## src/rtl/bcd_pkg.sv

```systemverilog
// +-----------------------------------------------------------------------------+
// | bcd_pkg: shared types and digit bounds for the serial BCD step sequencer.    |
// | Rev 1.0                                                                     |
// +-----------------------------------------------------------------------------+
`default_nettype none

package bcd_pkg;

    typedef logic [3:0] bcd_digit_t;

    typedef enum logic [1:0] {
        IDLE = 2'd0,
        RUN  = 2'd1,
        DONE = 2'd2
    } bcd_seq_state_t;

    localparam bcd_digit_t BCD_MAX = 4'd9;
    localparam bcd_digit_t BCD_MIN = 4'd0;

endpackage : bcd_pkg

`default_nettype wire

```

## src/rtl/bcd_digit_step.sv

```systemverilog
// +-----------------------------------------------------------------------------+
// | bcd_digit_step: combinational +/-1 adjust of one BCD digit with carry/borrow. |
// | Rev 1.0                                                                     |
// +-----------------------------------------------------------------------------+
`default_nettype none

module bcd_digit_step
    import bcd_pkg::*;
(
    input  bcd_digit_t d_i,
    input  logic       c_i,
    input  logic       dec_i,
    output bcd_digit_t d_o,
    output logic       co_o
);

    // Digits above 9 follow the same rules: >=9 wraps on increment.
    always_comb begin
        d_o  = d_i;
        co_o = 1'b0;
        if (c_i) begin
            if (dec_i) begin
                if (d_i == BCD_MIN) begin
                    d_o  = BCD_MAX;
                    co_o = 1'b1;
                end else begin
                    d_o = d_i - 4'd1;
                end
            end else begin
                if (d_i >= BCD_MAX) begin
                    d_o  = BCD_MIN;
                    co_o = 1'b1;
                end else begin
                    d_o = d_i + 4'd1;
                end
            end
        end
    end

endmodule : bcd_digit_step

`default_nettype wire

```

## src/rtl/bcd_step_sequencer.sv

```systemverilog
// +-----------------------------------------------------------------------------+
// | bcd_step_sequencer: serial packed-BCD inc/dec, one digit per cycle, LSD first.|
// | Rev 1.0                                                                     |
// +-----------------------------------------------------------------------------+
`default_nettype none

module bcd_step_sequencer
    import bcd_pkg::*;
#(
    parameter int DIGITS = 4
) (
    input  logic                  clk,
    input  logic                  rst,
    input  logic                  in_valid,
    output logic                  in_ready,
    input  logic [4*DIGITS-1:0]   in_value,
    input  logic                  in_dec,
    output logic                  out_valid,
    input  logic                  out_ready,
    output logic [4*DIGITS-1:0]   out_value,
    output logic                  out_carry
);

    localparam int IDXW = $clog2(DIGITS);
    localparam logic [IDXW-1:0] LAST_IDX = IDXW'(DIGITS - 1);

    bcd_seq_state_t        state_q;
    logic [4*DIGITS-1:0]   work_q;
    logic [IDXW-1:0]       idx_q;
    logic                  carry_q;
    logic                  dec_q;
    logic                  in_ready_q;
    logic                  out_valid_q;

    bcd_digit_t            digit_cur;
    bcd_digit_t            digit_d;
    logic                  carry_d;

    assign digit_cur = work_q[4*idx_q +: 4];

    bcd_digit_step u_step (
        .d_i   (digit_cur),
        .c_i   (carry_q),
        .dec_i (dec_q),
        .d_o   (digit_d),
        .co_o  (carry_d)
    );

    // The work register is the result register; it is only rewritten by a new operand.
    always_ff @(posedge clk or negedge rst) begin
        if (!rst) begin
            state_q     <= IDLE;
            work_q      <= '0;
            idx_q       <= '0;
            carry_q     <= 1'b0;
            dec_q       <= 1'b0;
            in_ready_q  <= 1'b1;
            out_valid_q <= 1'b0;
        end else begin
            case (state_q)
                IDLE: begin
                    if (in_valid) begin
                        work_q     <= in_value;
                        dec_q      <= in_dec;
                        carry_q    <= 1'b1;
                        idx_q      <= '0;
                        in_ready_q <= 1'b0;
                        state_q    <= RUN;
                    end
                end
                RUN: begin
                    work_q[4*idx_q +: 4] <= digit_d;
                    carry_q              <= carry_d;
                    if (idx_q == LAST_IDX) begin
                        idx_q   <= '0;
                        state_q <= DONE;
                    end else begin
                        idx_q <= idx_q + 1'b1;
                    end
                end
                DONE: begin
                    // First DONE cycle raises out_valid; out_ready counts only once it is up.
                    if (!out_valid_q) begin
                        out_valid_q <= 1'b1;
                    end else if (out_ready) begin
                        out_valid_q <= 1'b0;
                        in_ready_q  <= 1'b1;
                        state_q     <= IDLE;
                    end
                end
                default: begin
                    state_q     <= IDLE;
                    in_ready_q  <= 1'b1;
                    out_valid_q <= 1'b0;
                end
            endcase
        end
    end

    assign in_ready  = in_ready_q;
    assign out_valid = out_valid_q;
    assign out_value = work_q;
    assign out_carry = carry_q;

endmodule : bcd_step_sequencer

`default_nettype wire

```

## config.mk

```make
export PLATFORM = sky130hd
export DESIGN_NAME = bcd_step_sequencer
export DESIGN_NICKNAME = d
export VERILOG_FILES = /design/src/rtl/bcd_pkg.sv /design/src/rtl/bcd_digit_step.sv /design/src/rtl/bcd_step_sequencer.sv
export SDC_FILE = /design/constraint.sdc
export NUM_CORES = 1
export LEC_CHECK = 0
export CORE_MARGIN = 2
export CORE_UTILIZATION = 44
export DETAILED_ROUTE_END_ITERATION = 10
export PLACE_DENSITY_LB_ADDON = 0.12
export SLEW_MARGIN = 15
export SYNTH_ARGS = -nofsm -noshare
export SYNTH_HDL_FRONTEND = slang
export SYNTH_SLANG_ARGS = --single-unit
```

## constraint.sdc

```tcl
create_clock -name clk -period 2.6 [get_ports clk]
set_input_delay 0.39 -clock clk [delete_from_list [all_inputs] [get_ports clk]]
set_output_delay 0.39 -clock clk [all_outputs]
set_load 0.01 [all_outputs]
```

* Yosys cells after proc, flatten, opt, wreduce, memory -nomap -nowiden
Index checks and enable logic that the tools add are counted.
Word-level totals: logic and storage cells 59, input port bits 21, output and inout port bits 19, bits in registers 24
Operators by class: reductions and logical operators 8, muxes and demuxes 28, add/subtract/negate cells 4, shift operators 3, bitwise operators 1, $lt $le $gt $ge 1, equal/unequal tests 7
Operators with widths (count):
- 4-bit negator with 34-bit output | 1
- 4-bit by 34-bit variable shift with 16-bit output (first input constant) | 1
- 4-bit by 34-bit variable part select with 16-bit output | 1
- 16-bit one-hot mux with 2 select lines | 1
- 16-bit bitwise mux | 1
- 16-bit two-way mux | 1
- 4-bit two-way mux | 4
- 16-bit by 5-bit variable part select with 4-bit output | 1
- 2-bit two-way mux | 6
- 1-bit two-way mux | 10
- 2-bit inequality test (second input constant) | 4
- 4-bit AND reduction | 2
- 2-bit one-hot mux with 3 select lines | 1
- 4-bit by 1-bit adder with 4-bit output (second input constant) | 1
- 2-bit equality test (second input constant) | 2
- 4-bit >= comparator (second input constant) | 1
- 4-bit zero test | 1
- 1-bit one-hot mux with 2 select lines | 2
- 2-bit one-hot mux with 2 select lines | 1
- 2-bit AND reduction | 2
- 4-bit by 1-bit subtractor with 4-bit output (second input constant) | 1
- 1-bit one-hot mux with 3 select lines | 1
- 2-bit by 1-bit adder with 2-bit output (second input constant) | 1
- 2-bit by 1-bit equality test with 1-bit output (second input constant) | 1
- 4 further kinds | 4

* Depth between registers and ports, before layout
depth in word-level cells 8, gate-level depth with buffers 9, depth with buffers taken out 8

* Modules after synthesis
Synthesis repeated with hierarchy kept, for this count alone.
Unflattened totals: cell total of the unflattened synthesis 160, area, all modules 1717.9 sq um
By module, submodules not included:
- bcd_step_sequencer | times used 1, cells an instance 116, area each 1407.6 sq um, sequential area each 601.8 sq um
- bcd_digit_step | times used 1, cells an instance 44, area each 310.3 sq um, sequential area each 0.0 sq um

* Worst setup path after synthesis
Ideal clock, no wire load.
kind register -> register, from register idx_q[0], to register work_q[14] (netlist: out_value[14]), buffers on the path 1, required time 2.518 ns, stages on the path, launching flop included 10, setup time 0.082 ns, data arrival time 2.494 ns, path slack 0.024 ns, clock period less this slack 2.576 ns, cell sequence dfrtp_1 buf_6 mux4_1 inv_1 ha_1 mux2i_1 or3_1 o21a_1 or3b_1 a31oi_1
On the way: word-level cells in the longest chain between the ends 8, elaborated cells on any way between the ends 14, those cells by class 3 x add/sub; 1 x order compare; 3 x shift; 6 x mux; 1 x reduce/logical
RTL lines:
- from (decl) | line bcd_step_sequencer.sv:29 | logic [IDXW-1:0] idx_q;
- from (signal assigned) | line bcd_step_sequencer.sv:78 | idx_q <= idx_q + 1'b1;
- 16-bit by 5-bit variable part select with 4-bit output | line bcd_step_sequencer.sv:39 | assign digit_cur = work_q[4*idx_q +: 4];
- 4-bit by 1-bit adder with 4-bit output, or another cell as far along | line bcd_digit_step.sv:34 | d_o = d_i + 4'd1;
- 4-bit two-way mux (on tied branches) | line bcd_digit_step.sv:30, bcd_digit_step.sv:23
- 4-bit two-way mux | line bcd_digit_step.sv:22 | if (dec_i) begin
- 4-bit two-way mux | line bcd_digit_step.sv:21 | if (c_i) begin
- 4-bit by 34-bit variable part select with 16-bit output | line bcd_step_sequencer.sv:72 | work_q[4*idx_q +: 4] <= digit_d;
- 16-bit bitwise mux (*) | line bcd_step_sequencer.sv:72
- 16-bit one-hot mux with 2 select lines (*) | line bcd_step_sequencer.sv:60 | case (state_q)
- to (signal assigned) | line bcd_step_sequencer.sv:63 | work_q <= in_value;
- to (signal, indexed assignment) | line bcd_step_sequencer.sv:72
- to (decl) | line bcd_step_sequencer.sv:28 | logic [4*DIGITS-1:0] work_q;
Every way passes the cells marked *; elsewhere a longest branch is shown, timed or not. A chain may end at the register's enable or synchronous reset.

* Worst setup path in the final report
from register idx_q[0], to register work_q[10] (netlist: out_value[10])
Same word-level chain as after synthesis.

==> summary.txt <==
Timing
  • Final Setup Violations: 0
  • Max-Slew Margin vs Limit: 70.06%
  • Hold slack: 0.4076 ns
  • Slew Limit Fails: 0
  • Fmax: 400.6 MHz
  • Final Skew: 0.009527 ns
  • Worst-margin pin slew: 0.4491 ns
  • Final period util: 96.00%
  • Final hold violations: 0
  • Setup_tns: 0 ns
  • Final min period: 2.496 ns

Routing
  • DRT Pass-1 Iters: 4
  • Met3 WL: 190 um
  • DRC violations left: 0
  • Vias/cell: 5.563
  • 1st-iter DRT viols: 112
  • Met1 Wirelength: 1929 um
  • Max Used Layer: met4
  • Drt total wl: 4202 um
  • Met2 Routed Length: 2039 um
  • ANT nets after route: 0
  • Wire per inst: 15.98 um
  • Vias: 1463

Synthesis
  • Post-synth EDFFs: 0
  • Share of the synthesized area in the top cell type: 37.83%
  • Yosys Warn Count: 0
  • Mapped Cells: 167
  • Synth cell types: 37
  • Synthesized netlist net count: 196
  • Synth top cells by count: 23 x dfrtp_1, 23 x nand2_1, 16 x o21ai_0, 15 x a21oi_1, 12 x nor2_1
  • Asr flop ratio synth: 100.0%
  • Top post-synthesis cells by area: dfrtp_1 38%, ha_1 6.6%, nand2_1 5.7%, o21ai_0 5.3%, a21oi_1 4.9%
  • Syn Area/Cell: 9.111 um^2
  • Area leader, netlist: dfrtp_1
  • Sequential share of the synthesized area: 39.56%
  • Mapped cell area: 0.001521 mm^2
  • #FFs+latches synth: 24
  • Most common flop cell mapped by yosys: dfrtp_1

Placement
  • DP Area: 0.002018 mm^2
  • Gpl congestion: 0.8985
  • HPWL Detailed: 3161 um
  • Input/output buffers: 39

GRT
  • Grt total ovfl: 0
  • Largest net degree at the start of global routing: 25
  • Initial antenna violation count: 0
  • Tot GR Track Use: 22.02%
  • Vias in the first global route: 1391
  • First-pass GRT wire length: 6872 um

Power and ir drop
  • Sequential share of power: 26.5%
  • Switching share of power: 46.72%
  • P_int: 1581 uW
  • Net Switching: 1386 uW
  • Comb power frac: 67.6%
  • Clk pwr share: 5.9%
  • Cell Pwr Density: 1429 mW/mm^2
  • Static leakage: 0.0008383 uW
  • Peak supply drop: 0.7489 mV

Setup path
  • CP required: 2.86 ns
  • CP endpoint kind: register
  • R2R Path Start: idx_q[0]
  • CP max FO: 4
  • Origin of the worst setup path: idx_q[0]
  • Startpoint types: register
  • Critical path class: reg2reg
  • CP arrival: 2.76 ns

Layout
  • Final #Nets: 247
  • Area delta synth->final: 36.43%
  • ANT cells: 0
  • Multi-input gate area: 874.6 um^2
  • Number of fill cells: 307
  • Layout cell share with drive strength beyond 1: 12.90%
  • FF/Latch Area: 603.1 um^2
  • Final instance area: 0.002076 mm^2

Clock network
  • Clock latency on the worst-skew pair: 0.32 ns
  • Root Buffer: clkbuf_4
  • H-tree Lvls: 1
  • Hold_buf cts: 0
  • CTS sink count: 24
  • TritonCTS Buffers: 3
  • Clock Path Buffers: 2
  • Clk slew on worst S/H paths: 0.14 ns
  • CTS tree: done

Flow run
  • Max cap viols: 0

Die
  • Die area: 0.003944 mm^2
  • Core region area: 0.003337 mm^2
  • Die Wd: 62.81 um
  • # rows: 21
  • IO Pins: 40
  • Initial Utilization: 45.59%
  • Die Ht: 62.81 um

Outcome
  • Status: complete, no violations

Min path
  • Worst hold-check path type: in2async
path summary, 6_finish.rpt:
kind,end,slack (ns),depth (start not counted)
worst max register to register,out_value[10],0.10,8
worst max-delay path,out_value[10],0.10,8
worst min-delay path,out_value[12],0.41,2
worst min register to register,in_ready,0.49,2
min in group clk,in_ready,0.49,2
max in group asynchronous,in_ready,1.90,2
metrics by stage:
stage | setup WS [ns] | util, % | power (uW) | cells
floorplan | 0.02434 | - | 1904 | 167
global placement | 0.09677 | 60.48 | 2651 | 257
detailed placement | 0.009457 | 60.48 | 2672 | 257
CTS | 0.009931 | 61.30 | 2858 | 261
global route | -0.01832 | 62.20 | 3220 | 263
finish | 0.1040 | 62.20 | 2967 | 263
critical path: stages (launching register included):
cell and delay, ns:
dfrtp_2 0.44, mux4_2 0.54, inv_2 0.12, ha_4 0.14, mux2i_1 0.09, or3_1 0.32, o21a_1 0.22, or3b_1 0.40
a31oi_1 0.17
routing by layer:
layer,track usage [%],up-vias
met2,35.35,38
met5,0,-
met3,3.063,7
met1,30.97,710
met4,6.667,0
li1,-,708
layout make-up:
| class | count | area share, % |
|---|---|---|
| Clock buffer | 4 | 1.266 |
| Inverter | 9 | 1.627 |
| Multi-Input combinational cell | 129 | 42.13 |
| Sequential cell | 24 | 29.05 |
| Tap cell | 46 | 2.773 |
| Timing Repair Buffer | 51 | 23.15 |
registers in the layout, summed over array words and instances (netlist names):
| name | count |
|---|---|
| out_valid | 1 |
| out_carry | 1 |
| state_q | 2 |
| idx_q | 2 |
| dec_q | 1 |
| in_ready | 1 |
| out_value | 16 |
layout by cell type (no fill, tap or decap), types with 3 or more instances in the layout:
| cell type | count |
|---|---|
| buf_4 | 12 |
| nor2b_1 | 5 |
| dfrtp_1 | 22 |
| o21a_1 | 3 |
| nand2_1 | 23 |
| or3_1 | 3 |
| o21ai_0 | 16 |
| ha_1 | 7 |
| mux4_2 | 4 |
| clkbuf_4 | 3 |
| inv_1 | 7 |
| o31ai_1 | 3 |
| nor2_1 | 12 |
| a31oi_1 | 6 |
| or3b_1 | 4 |
| a21oi_1 | 14 |
| clkdlybuf4s50_1 | 39 |
| nand2b_1 | 3 |
kinds of logic after synthesis:
group	after synthesis	synth area share (%)
AOI/OAI and AO/OA	56	22.70
adders and majority gates	8	6.579
buffers and inverters	14	3.947
DFF	24	39.56
muxes	5	7.072
and+or+nand+nor	60	20.15
power groups by stage:
stage	logic, uW	clock network [uW]	registers, uW
6_report	2010	176	785
5_1_grt	2210	193	818
4_1_cts	1900	177	777
3_5_place_dp	1890	0	783
3_3_place_gp	1870	0	781
2_1_floorplan	1140	0	763
timing repair:
| item | 4_1_cts | 5_1_grt |
|---|---|---|
| buffers inserted | 0 | 2 |
| endpoints found under the setup margin | 5 | 15 |
| resized for setup | 1 | 9 |
| pin swaps | 0 | 4 |
| hold endpoints to repair | 0 | 0 |
(Power assumes the default switching activity.)
